`src/rtl/axil_regbank_if.sv`:
```
// AXI4-Lite bus bundle for the s3 register bank port; the slave modport is the
// register bank's view and the master modport is the interconnect's view.
interface axil_regbank_if #(
  parameter int ADDR_WIDTH = 8,
  parameter int DATA_WIDTH = 32,
  parameter int RESP_WIDTH = 3
);
  logic [ADDR_WIDTH-1:0]   s3_axi_awaddr;
  logic                    s3_axi_awvalid;
  logic                    s3_axi_awready;
  logic [DATA_WIDTH-1:0]   s3_axi_wdata;
  logic [DATA_WIDTH/8-1:0] s3_axi_wstrb;
  logic                    s3_axi_wvalid;
  logic                    s3_axi_wready;
  logic [RESP_WIDTH-1:0]   s3_axi_bresp;
  logic                    s3_axi_bvalid;
  logic                    s3_axi_bready;
  logic [ADDR_WIDTH-1:0]   s3_axi_araddr;
  logic                    s3_axi_arvalid;
  logic                    s3_axi_arready;
  logic [DATA_WIDTH-1:0]   s3_axi_rdata;
  logic [RESP_WIDTH-1:0]   s3_axi_rresp;
  logic                    s3_axi_rvalid;
  logic                    s3_axi_rready;

  modport master (
    output s3_axi_awaddr, s3_axi_awvalid, s3_axi_wdata, s3_axi_wstrb, s3_axi_wvalid,
           s3_axi_bready, s3_axi_araddr, s3_axi_arvalid, s3_axi_rready,
    input  s3_axi_awready, s3_axi_wready, s3_axi_bresp, s3_axi_bvalid,
           s3_axi_arready, s3_axi_rdata, s3_axi_rresp, s3_axi_rvalid
  );

  modport slave (
    input  s3_axi_awaddr, s3_axi_awvalid, s3_axi_wdata, s3_axi_wstrb, s3_axi_wvalid,
           s3_axi_bready, s3_axi_araddr, s3_axi_arvalid, s3_axi_rready,
    output s3_axi_awready, s3_axi_wready, s3_axi_bresp, s3_axi_bvalid,
           s3_axi_arready, s3_axi_rdata, s3_axi_rresp, s3_axi_rvalid
  );
endinterface

```
`src/rtl/axil_regbank.sv`:
```
// AXI4-Lite slave register bank with independent AW/W capture, SLVERR decode,
// read-only status slots and per-register write pulses. Define AXIL_WSTRB_EN for byte-lane writes.
module axil_regbank #(
  parameter int                   DATA_WIDTH = 32,
  parameter int                   ADDR_WIDTH = 8,
  parameter int                   RESP_WIDTH = 3,
  parameter int                   NUM_REGS   = 16,
  parameter logic [NUM_REGS-1:0]  RO_MASK    = '0
) (
  input  logic                           s3_axi_aclk,
  input  logic                           s3_axi_areset,
  axil_regbank_if.slave                  axi,
  output logic [NUM_REGS*DATA_WIDTH-1:0] reg_out,
  input  logic [NUM_REGS*DATA_WIDTH-1:0] status_in,
  output logic [NUM_REGS-1:0]            reg_wr_pulse
);
  localparam int STRB_WIDTH = DATA_WIDTH / 8;
  localparam int OFF_BITS   = $clog2(STRB_WIDTH);
  localparam int IDX_WIDTH  = ADDR_WIDTH - OFF_BITS;
  localparam logic [RESP_WIDTH-1:0] RESP_OKAY   = '0;
  localparam logic [RESP_WIDTH-1:0] RESP_SLVERR = RESP_WIDTH'(2);

  typedef enum logic { W_IDLE, W_RESP } w_state_t;
  typedef enum logic { R_IDLE, R_RESP } r_state_t;

  w_state_t w_state, w_state_next;
  r_state_t r_state, r_state_next;

  logic [DATA_WIDTH-1:0] regs [NUM_REGS];

  logic                  aw_held, w_held;
  logic [ADDR_WIDTH-1:0] aw_addr_q;
  logic [DATA_WIDTH-1:0] w_data_q;
  logic [STRB_WIDTH-1:0] w_strb_q;

  logic                  aw_hs, w_hs, ar_hs, commit;
  logic [ADDR_WIDTH-1:0] eff_addr;
  logic [DATA_WIDTH-1:0] eff_data;
  logic [STRB_WIDTH-1:0] eff_strb;
  logic [IDX_WIDTH-1:0]  w_idx, r_idx;
  logic [NUM_REGS-1:0]   w_hit, r_hit;
  logic                  w_err, r_err;
  logic [DATA_WIDTH-1:0] r_data_next;

  // Handshakes depend only on registered state so ready never combinationally follows valid.
  assign aw_hs  = axi.s3_axi_awvalid && (w_state == W_IDLE) && !aw_held;
  assign w_hs   = axi.s3_axi_wvalid  && (w_state == W_IDLE) && !w_held;
  assign ar_hs  = axi.s3_axi_arvalid && (r_state == R_IDLE);
  assign commit = (aw_hs && (w_hs || w_held)) || (w_hs && aw_held);

  assign eff_addr = aw_held ? aw_addr_q : axi.s3_axi_awaddr;
  assign eff_data = w_held  ? w_data_q  : axi.s3_axi_wdata;
  assign eff_strb = w_held  ? w_strb_q  : axi.s3_axi_wstrb;
  assign w_idx    = eff_addr[ADDR_WIDTH-1:OFF_BITS];
  assign r_idx    = axi.s3_axi_araddr[ADDR_WIDTH-1:OFF_BITS];

  always_comb begin
    w_hit       = '0;
    r_hit       = '0;
    r_data_next = '0;
    for (int i = 0; i < NUM_REGS; i++) begin
      if (w_idx == IDX_WIDTH'(i)) w_hit[i] = 1'b1;
      if (r_idx == IDX_WIDTH'(i)) r_hit[i] = 1'b1;
    end
    for (int i = 0; i < NUM_REGS; i++) begin
      if (r_hit[i]) r_data_next = RO_MASK[i] ? status_in[i*DATA_WIDTH +: DATA_WIDTH] : regs[i];
    end
    w_err = !(|w_hit) || |(w_hit & RO_MASK);
    r_err = !(|r_hit);
  end

  always_ff @(posedge s3_axi_aclk) begin
    if (s3_axi_areset) begin
      w_state <= W_IDLE;
      r_state <= R_IDLE;
    end else begin
      w_state <= w_state_next;
      r_state <= r_state_next;
    end
  end

  always_comb begin
    w_state_next       = w_state;
    axi.s3_axi_awready = 1'b0;
    axi.s3_axi_wready  = 1'b0;
    axi.s3_axi_bvalid  = 1'b0;
    case (w_state)
      W_IDLE: begin
        axi.s3_axi_awready = !aw_held;
        axi.s3_axi_wready  = !w_held;
        if (commit) w_state_next = W_RESP;
      end
      W_RESP: begin
        axi.s3_axi_bvalid = 1'b1;
        if (axi.s3_axi_bready) w_state_next = W_IDLE;
      end
      default: w_state_next = W_IDLE;
    endcase
  end

  always_comb begin
    r_state_next       = r_state;
    axi.s3_axi_arready = 1'b0;
    axi.s3_axi_rvalid  = 1'b0;
    case (r_state)
      R_IDLE: begin
        axi.s3_axi_arready = 1'b1;
        if (ar_hs) r_state_next = R_RESP;
      end
      R_RESP: begin
        axi.s3_axi_rvalid = 1'b1;
        if (axi.s3_axi_rready) r_state_next = R_IDLE;
      end
      default: r_state_next = R_IDLE;
    endcase
  end

  // A lone AW or W beat is parked here until its partner arrives.
  always_ff @(posedge s3_axi_aclk) begin
    if (s3_axi_areset) begin
      aw_held   <= 1'b0;
      w_held    <= 1'b0;
      aw_addr_q <= '0;
      w_data_q  <= '0;
      w_strb_q  <= '0;
    end else if (commit) begin
      aw_held <= 1'b0;
      w_held  <= 1'b0;
    end else begin
      if (aw_hs) begin
        aw_held   <= 1'b1;
        aw_addr_q <= axi.s3_axi_awaddr;
      end
      if (w_hs) begin
        w_held   <= 1'b1;
        w_data_q <= axi.s3_axi_wdata;
        w_strb_q <= axi.s3_axi_wstrb;
      end
    end
  end

  always_ff @(posedge s3_axi_aclk) begin
    if (s3_axi_areset) begin
      for (int i = 0; i < NUM_REGS; i++) regs[i] <= '0;
      reg_wr_pulse      <= '0;
      axi.s3_axi_bresp  <= '0;
    end else begin
      reg_wr_pulse <= (commit && !w_err) ? w_hit : '0;
      if (commit) axi.s3_axi_bresp <= w_err ? RESP_SLVERR : RESP_OKAY;
      if (commit && !w_err) begin
        for (int i = 0; i < NUM_REGS; i++) begin
          if (w_hit[i]) begin
`ifdef AXIL_WSTRB_EN
            for (int k = 0; k < STRB_WIDTH; k++) begin
              if (eff_strb[k]) regs[i][8*k +: 8] <= eff_data[8*k +: 8];
            end
`else
            regs[i] <= eff_data;
`endif
          end
        end
      end
    end
  end

  // Read data is captured at the AR handshake, so a same-edge write is not yet visible.
  always_ff @(posedge s3_axi_aclk) begin
    if (s3_axi_areset) begin
      axi.s3_axi_rdata <= '0;
      axi.s3_axi_rresp <= '0;
    end else if (ar_hs) begin
      axi.s3_axi_rdata <= r_data_next;
      axi.s3_axi_rresp <= r_err ? RESP_SLVERR : RESP_OKAY;
    end
  end

  for (genvar g = 0; g < NUM_REGS; g++) begin : g_reg_out
    assign reg_out[g*DATA_WIDTH +: DATA_WIDTH] = regs[g];
  end

  logic unused_bits;
`ifdef AXIL_WSTRB_EN
  assign unused_bits = ^{eff_addr[OFF_BITS-1:0], axi.s3_axi_araddr[OFF_BITS-1:0], status_in};
`else
  assign unused_bits = ^{eff_addr[OFF_BITS-1:0], axi.s3_axi_araddr[OFF_BITS-1:0], status_in, eff_strb};
`endif
endmodule

```
`src/flat_wrapper.sv`:
```
// flat-port wrapper written by rule: the top's interface ports become plain ports
module axil_regbank_flat 
#(
  parameter int                   DATA_WIDTH = 32,
  parameter int                   ADDR_WIDTH = 8,
  parameter int                   RESP_WIDTH = 3,
  parameter int                   NUM_REGS   = 16,
  parameter logic [NUM_REGS-1:0]  RO_MASK    = '0
)
  (s3_axi_aclk, s3_axi_areset, reg_out, status_in, reg_wr_pulse, axi_s3_axi_awaddr, axi_s3_axi_awvalid, axi_s3_axi_wdata, axi_s3_axi_wstrb, axi_s3_axi_wvalid, axi_s3_axi_bready, axi_s3_axi_araddr, axi_s3_axi_arvalid, axi_s3_axi_rready, axi_s3_axi_awready, axi_s3_axi_wready, axi_s3_axi_bresp, axi_s3_axi_bvalid, axi_s3_axi_arready, axi_s3_axi_rdata, axi_s3_axi_rresp, axi_s3_axi_rvalid);
  axil_regbank_if #(.ADDR_WIDTH(ADDR_WIDTH), .DATA_WIDTH(DATA_WIDTH), .RESP_WIDTH(RESP_WIDTH)) axi_i ();
  input  logic s3_axi_aclk;
  input  logic s3_axi_areset;
  output logic [NUM_REGS*DATA_WIDTH-1:0] reg_out;
  input  logic [NUM_REGS*DATA_WIDTH-1:0] status_in;
  output logic [NUM_REGS-1:0] reg_wr_pulse;
  input wire logic [$bits(axi_i.s3_axi_awaddr)-1:0] axi_s3_axi_awaddr;
  input wire logic [$bits(axi_i.s3_axi_awvalid)-1:0] axi_s3_axi_awvalid;
  input wire logic [$bits(axi_i.s3_axi_wdata)-1:0] axi_s3_axi_wdata;
  input wire logic [$bits(axi_i.s3_axi_wstrb)-1:0] axi_s3_axi_wstrb;
  input wire logic [$bits(axi_i.s3_axi_wvalid)-1:0] axi_s3_axi_wvalid;
  input wire logic [$bits(axi_i.s3_axi_bready)-1:0] axi_s3_axi_bready;
  input wire logic [$bits(axi_i.s3_axi_araddr)-1:0] axi_s3_axi_araddr;
  input wire logic [$bits(axi_i.s3_axi_arvalid)-1:0] axi_s3_axi_arvalid;
  input wire logic [$bits(axi_i.s3_axi_rready)-1:0] axi_s3_axi_rready;
  output wire logic [$bits(axi_i.s3_axi_awready)-1:0] axi_s3_axi_awready;
  output wire logic [$bits(axi_i.s3_axi_wready)-1:0] axi_s3_axi_wready;
  output wire logic [$bits(axi_i.s3_axi_bresp)-1:0] axi_s3_axi_bresp;
  output wire logic [$bits(axi_i.s3_axi_bvalid)-1:0] axi_s3_axi_bvalid;
  output wire logic [$bits(axi_i.s3_axi_arready)-1:0] axi_s3_axi_arready;
  output wire logic [$bits(axi_i.s3_axi_rdata)-1:0] axi_s3_axi_rdata;
  output wire logic [$bits(axi_i.s3_axi_rresp)-1:0] axi_s3_axi_rresp;
  output wire logic [$bits(axi_i.s3_axi_rvalid)-1:0] axi_s3_axi_rvalid;
  assign axi_i.s3_axi_awaddr = axi_s3_axi_awaddr;
  assign axi_i.s3_axi_awvalid = axi_s3_axi_awvalid;
  assign axi_i.s3_axi_wdata = axi_s3_axi_wdata;
  assign axi_i.s3_axi_wstrb = axi_s3_axi_wstrb;
  assign axi_i.s3_axi_wvalid = axi_s3_axi_wvalid;
  assign axi_i.s3_axi_bready = axi_s3_axi_bready;
  assign axi_i.s3_axi_araddr = axi_s3_axi_araddr;
  assign axi_i.s3_axi_arvalid = axi_s3_axi_arvalid;
  assign axi_i.s3_axi_rready = axi_s3_axi_rready;
  assign axi_s3_axi_awready = axi_i.s3_axi_awready;
  assign axi_s3_axi_wready = axi_i.s3_axi_wready;
  assign axi_s3_axi_bresp = axi_i.s3_axi_bresp;
  assign axi_s3_axi_bvalid = axi_i.s3_axi_bvalid;
  assign axi_s3_axi_arready = axi_i.s3_axi_arready;
  assign axi_s3_axi_rdata = axi_i.s3_axi_rdata;
  assign axi_s3_axi_rresp = axi_i.s3_axi_rresp;
  assign axi_s3_axi_rvalid = axi_i.s3_axi_rvalid;
  axil_regbank #(.DATA_WIDTH(DATA_WIDTH), .ADDR_WIDTH(ADDR_WIDTH), .RESP_WIDTH(RESP_WIDTH), .NUM_REGS(NUM_REGS), .RO_MASK(RO_MASK)) u_core (.s3_axi_aclk(s3_axi_aclk), .s3_axi_areset(s3_axi_areset), .axi(axi_i), .reg_out(reg_out), .status_in(status_in), .reg_wr_pulse(reg_wr_pulse));
endmodule
```
`config.mk`:
```
export PLATFORM = sky130hd
export DESIGN_NAME = axil_regbank_flat
export DESIGN_NICKNAME = d
export VERILOG_FILES = /design/src/rtl/axil_regbank_if.sv /design/src/rtl/axil_regbank.sv /design/src/flat_wrapper.sv
export SDC_FILE = /design/constraint.sdc
export NUM_CORES = 1
export LEC_CHECK = 0
export CAP_MARGIN = 20
export CORE_AREA = 2 2 440 442
export DETAILED_ROUTE_END_ITERATION = 8
export DIE_AREA = 0 0 442 444
export DONT_BUFFER_PORTS = 1
export GPL_TIMING_DRIVEN = 0
export MAX_ROUTING_LAYER = met4
export PLACE_DENSITY = 0.3
export SLEW_MARGIN = 20
export SYNTH_ARGS = -nofsm -noshare
export SYNTH_HDL_FRONTEND = slang
export SYNTH_SLANG_ARGS = --single-unit
```
`constraint.sdc`:
```
create_clock -name s3_axi_aclk -period 5.14 [get_ports s3_axi_aclk]
set_clock_uncertainty 0.1 [all_clocks]
set_input_delay 1.028 -clock s3_axi_aclk [delete_from_list [all_inputs] [get_ports s3_axi_aclk]]
set_output_delay 1.028 -clock s3_axi_aclk [all_outputs]
set_load 0.005 [all_outputs]
```
=== Word-level counts from Yosys, hierarchy flattened ===
Memories as Yosys holds them, arrays and structs flattened.
Cells that the tools add are included.

* Equal/unequal tests: 30
* Muxes and demuxes: 145
* Bitwise logic cells: 20
* Reduce and logical (&&, ||, !) cells: 20

{| class="wikitable"
|+ Operators by type and width
! operator !! count
|-
| $mux W32 || 33
|-
| $mux W1 || 107
|-
| $eq A6 B4 Y1 const B || 16
|-
| $eq A6 B3 Y1 const B || 8
|-
| $reduce_or A16 Y1 || 2
|-
| $eq A6 B2 Y1 const B || 4
|-
| $or A1 B1 Y1 || 16
|-
| $eq A6 B1 Y1 const B || 2
|-
| $logic_not A6 Y1 || 2
|-
| $logic_and A1 B1 Y1 || 8
|-
| $mux W8 || 1
|-
| $mux W2 || 2
|-
| $not A1 Y1 || 4
|-
| $pmux W1 S2 || 2
|-
| $reduce_and A2 Y1 || 2
|-
| $reduce_or A2 Y1 || 2
|-
| $logic_not A1 Y1 || 2
|-
| $logic_or A1 B1 Y1 || 2
|}

* Bits in registers: 98
* Memory bits (writable): 512
* Input port bits: 571
* Logic and storage cells: 226
* Memories: 1

{| class="wikitable"
|+ Memories
! name !! words !! width !! read ports !! clocked after memory_dff !! write ports !! line !! RTL
|-
| u_core.regs || 16 || 32 || 16 || 0 || 16 || axil_regbank.sv:29 || <nowiki>logic [DATA_WIDTH-1:0] regs [NUM_REGS];</nowiki>
|}

=== Logic depth before layout (Yosys ltp) ===
* Word-level depth: 18
* Gate-level depth with buffers: 10
* Mapped depth without buffers: 6

=== Worst setup path after synthesis ===
OpenSTA, ideal clock, no wires.

* Path type: input -> register
* From: in axi_s3_axi_wvalid
* To: mem u_core.regs[12][0], in the netlist u_core.regs[0][384], enable pin
* Data arrival time: 3.432 ns
* Required time: 4.612 ns
* Path slack: 1.180 ns
* Stages: 5
* Buffers on the path: 0
* Cells stage by stage: o22ai_1 > a211oi_2 > nand2b_1 > or3_1 > o21bai_1

{| class="wikitable"
|+ RTL lines
! what !! line !! RTL
|-
| from (decl) || flat_wrapper.sv:21 || <nowiki>input wire logic [$bits(axi_i.s3_axi_wvalid)-1:0] axi_s3_axi_wvalid;</nowiki>
|-
| to (decl) || axil_regbank.sv:29 ||
|}

=== Worst setup path in the final report ===
* From: in axi_s3_axi_araddr[2]
* To: reg u_core.axi.s3_axi_rdata[16] in the netlist's numbering

* Word-level cells in the longest chain between the ends: 18

{| class="wikitable"
|+ RTL lines
! what !! line !! RTL
|-
| from (decl) || flat_wrapper.sv:23 || <nowiki>input wire logic [$bits(axi_i.s3_axi_araddr)-1:0] axi_s3_axi_araddr;</nowiki>
|-
| $logic_not A6 Y1 || axil_regbank.sv:63 || <nowiki>if (r_idx == IDX_WIDTH'(i)) r_hit[i] = 1'b1;</nowiki>
|-
| $mux W1 || axil_regbank.sv:63 ||
|-
| $mux W32 (15 in a row) || axil_regbank.sv:66 || <nowiki>if (r_hit[i]) r_data_next = RO_MASK[i] ? status_in[i*DATA_WIDTH +: DATA_WIDTH] : regs[i];</nowiki>
|-
| $mux W32 * || axil_regbank.sv:66 ||
|-
| to (signal assigned) || axil_regbank.sv:172 || <nowiki>axi.s3_axi_rdata <= r_data_next;</nowiki>
|-
| to (decl) || axil_regbank_if.sv:37 || <nowiki>s3_axi_arready, s3_axi_rdata, s3_axi_rresp, s3_axi_rvalid</nowiki>
|}

Mark *: on every way between the ends. The rest lies on a longest branch, timed or not.
A chain may end at the register's enable or synchronous reset.

==> insert_results.sql <==
INSERT INTO impl_metrics (metric_group, metric, value, unit) VALUES
('setup_path', 'crit_slowest_cell', 'sky130_fd_sc_hd__nor2b_1', ''),
('layout', 'mostFrequentLayoutCells', 'sky130_fd_sc_hd__edfxtp_1 (512), sky130_fd_sc_hd__nor2_1 (401), sky130_fd_sc_hd__nand2_1 (142)', ''),
('layout', 'nets', '2797', ''),
('setup_path', 'critical_path_buf_inv_count', '3', ''),
('placement', 'detailed_place_hpwl', '147000', 'um'),
('routing', 'vias', '19118', ''),
('grt', 'first_global_vias', '18627', ''),
('setup_path', 'capture_instance_of_the_worst_register_to_register_path', 'u_core.regs[0][298]', ''),
('routing', 'ant_nets', '0', ''),
('setup_path', 'setup.worst_path.start', 'axi_s3_axi_araddr[2]', ''),
('power_and_ir_drop', 'power_density', '401', 'nW/um^2'),
('die', 'core_box_area', '192000', 'um^2'),
('sta', 'timing.fmax', '250', 'MHz'),
('clock_network', 'cts.reportedPaths.clkPinSlew', '0.06', 'ns'),
('clock_network', 'worst_skew_pair.late_latency', '0.72', 'ns'),
('setup_path', 'slowest_cell_delay_on_critical_path', '0.65', 'ns'),
('setup_path', 'r2r_setup_slack', '1.79', 'ns'),
('routing', 'drt-wirelength-per-cell', '38.3', 'um'),
('setup_path', 'cp.depth', '9', ''),
('grt', 'wire_length_of_the_first_global_routing_pass', '229000', 'um'),
('routing', 'route.detailed.vias_per_inst', '3.96', ''),
('synthesis', 'synth-async-reset-ratio', '0', ''),
('setup_path', 'cp_data_required_time', '5.61', 'ns'),
('setup_path', 'cp-end-kind', 'flop', ''),
('die', 'floorplan.io_pins', '1142', ''),
('setup_path', 'criticalPathCategory', 'input pin to flop', ''),
('status', 'status', 'complete, no violations', ''),
('grt', 'antenna_found_initial', '10', ''),
('setup_path', 'largest_delay_share_family_worst_path', 'simple AND/OR/NAND/NOR gates', ''),
('setup_path', 'cp_cell_sequence', 'buf_6 > buf_2 > nor2b_1 > nand2_1 > clkbuf_1 > o2111ai_1 > a31oi_1 > nor2_1 > o32ai_2', ''),
('layout', 'post-route-util', '0.170', ''),
('die', 'die_height', '444', 'um'),
('die', 'dieWidth', '442', 'um'),
('placement', 'gpl.final_weighted_congestion', '0.814', ''),
('sta', 'finalHoldWorstSlack', '0.313', 'ns'),
('clock_network', 'clock-sinks', '604', ''),
('routing', 'firstDrtPassIters', '5', ''),
('sta', 'timing.final.setup_violations', '0', ''),
('die', 'placement_rows', '161', ''),
('setup_path', 'crit_fanout', '10', ''),
('placement', 'port_buffers', '0', ''),
('layout', 'layoutNonFillerInstCount', '4830', ''),
('clock_network', 'cts_tree', 'done', ''),
('power_and_ir_drop', 'total_leakage_power', '10.8', 'nW'),
('run', 'drv_cap', '0', ''),
('routing', 'drt-met1-wl', '62500', 'um'),
('placement', 'placedCellCount', '4664', ''),
('synthesis', 'synth_warnings', '0', ''),
('setup_path', 'timing.rr.start', 'u_core.aw_held', ''),
('clock_network', 'cts-buffers-inserted', '85', ''),
('routing', 'drc_errors', '0', ''),
('synthesis', 'synth_edf_count', '512', ''),
('setup_path', 'worst-r2r-cell-count', '8', ''),
('sta', 'setup_repair_after_global_routing_missed_its_margin', 'no', ''),
('power_and_ir_drop', 'vdd_ir_drop_max', '0.000257', 'V'),
('grt', 'grt.overflow.total', '0', ''),
('synthesis', 'synth.top_cells.by_area', 'sky130_fd_sc_hd__edfxtp_1 (59%), sky130_fd_sc_hd__dfxtp_1 (7.1%), sky130_fd_sc_hd__nor2_1 (5.9%), sky130_fd_sc_hd__mux2i_1 (2.6%), sky130_fd_sc_hd__nand2_1 (2.1%)', ''),
('synthesis', 'dominantRegCellSynth', 'sky130_fd_sc_hd__edfxtp_1', ''),
('synthesis', 'synth_seq_area_share', '0.664', ''),
('die', 'floorplan.die_area', '196000', 'um^2'),
('routing', 'totalWireLength', '185000', 'um'),
('clock_network', 'cts_max_level', '3', ''),
('clock_network', 'max-clock-path-buffers', '3', ''),
('setup_path', 'crit_path_start_kind', 'input pin', ''),
('routing', 'detailedRoute.firstIterationViolations', '1682', ''),
('clock_network', 'postCtsResizedCells', '0', ''),
('synthesis', 'synthesis.instances', '2114', ''),
('synthesis', 'yosys.area.top_type', 'sky130_fd_sc_hd__edfxtp_1', ''),
('synthesis', 'syn_area', '25900', 'um^2'),
('clock_network', 'post_cts_buffers', '0', ''),
('sta', 'slew_violations', '0', '');
[layout make-up]
cell class                 count  area, um^2
fill                       21047      159000
tap                         2526        3160
sequential                   604       17200
clock buffer                 132        2500
antenna                        7        17.5
clock inverter                26         284
inverter                      42         158
buffer                       186         900
multi-input combinational   1285        7920
timing repair buffer          22         437
[synthesized netlist by cell type (8+ instances only)]
master,number
sky130_fd_sc_hd__buf_4,19
sky130_fd_sc_hd__o22ai_1,36
sky130_fd_sc_hd__a2111oi_2,8
sky130_fd_sc_hd__nor3_1,41
sky130_fd_sc_hd__dfxtp_1,92
sky130_fd_sc_hd__nand2_1,142
sky130_fd_sc_hd__nand3_1,10
sky130_fd_sc_hd__a211oi_1,29
sky130_fd_sc_hd__a221o_1,10
sky130_fd_sc_hd__clkbuf_1,119
sky130_fd_sc_hd__a21oi_1,100
sky130_fd_sc_hd__o211ai_1,9
sky130_fd_sc_hd__o21ai_0,68
sky130_fd_sc_hd__mux2i_1,67
sky130_fd_sc_hd__nor2b_1,26
sky130_fd_sc_hd__a31oi_1,12
sky130_fd_sc_hd__buf_2,35
sky130_fd_sc_hd__mux2_2,25
sky130_fd_sc_hd__or3_1,12
sky130_fd_sc_hd__nor2_1,404
sky130_fd_sc_hd__inv_1,40
sky130_fd_sc_hd__and3_1,9
sky130_fd_sc_hd__a2111oi_0,9
sky130_fd_sc_hd__a221oi_1,38
sky130_fd_sc_hd__edfxtp_1,512
sky130_fd_sc_hd__mux4_2,18
sky130_fd_sc_hd__o221ai_1,10
sky130_fd_sc_hd__or2_2,33
sky130_fd_sc_hd__o21ai_1,15
sky130_fd_sc_hd__a22oi_1,14
sky130_fd_sc_hd__nand2b_1,24
[state kept, by name, indices dropped and copies added (netlist names)]
register	count
u_core.aw_addr_q	6
u_core.aw_held	1
u_core.axi.s3_axi_bresp	1
u_core.axi.s3_axi_rdata	32
u_core.axi.s3_axi_rresp	1
u_core.r_state	1
u_core.reg_wr_pulse	16
u_core.regs	512
u_core.w_data_q	32
u_core.w_held	1
u_core.w_state	1
[layer usage]
| layer | vias up | global-route usage |
|---|---|---|
| li1 | 8060 | - |
| met1 | 10030 | 0.184 |
| met2 | 821 | 0.337 |
| met3 | 207 | 0.0674 |
| met4 | 0 | 0.0781 |
| met5 | - | - |
[worst min-delay path by stage]
stage	start	to	slack [ns]	depth (start not counted)
after floorplan	u_core.w_data_q[0]	u_core.w_data_q[0]	0.34	2
after global placement	u_core.w_data_q[16]	u_core.w_data_q[16]	0.34	2
after detailed placement	u_core.w_data_q[22]	u_core.w_data_q[22]	0.35	2
after CTS	axi_s3_axi_rready	u_core.r_state	0.24	1
after global routing	axi_s3_axi_rready	u_core.r_state	0.28	1
final	axi_s3_axi_rready	u_core.r_state	0.31	1
[metrics by stage]
step / setup TNS (ns) / area (um^2) / setup slack [ns] / power (mW)
4_1_cts: 0 / 32600 / 1.09 / 13.3
3_3_place_gp: -387.23 / 29100 / -1.84 / 7.16
2_1_floorplan: 0 / 25900 / 1.18 / 6.33
3_5_place_dp: 0 / 29800 / 0.282 / 7.20
5_1_grt: 0 / 32600 / 1.13 / 13.5
6_report: 0 / 32600 / 1.14 / 13.1
[report_power, final]
group	switching, mW	internal, mW	leakage [nW]
clock	2.52	3.50	1.34
sequential	0.363	5.59	6.02
combinational	0.832	0.264	3.41
total	3.71	9.35	10.8
[cell families after synthesis]
kind of cell           share of synthesized area
multiplexers                              0.0528
buffers and inverters                     0.0395
AND/OR/NAND/NOR                            0.127
AO/OA/AOI/OAI                              0.116
other                                   0.000145
flip-flops                                 0.664
No activity file was read; power rests on OpenSTA's default activity.
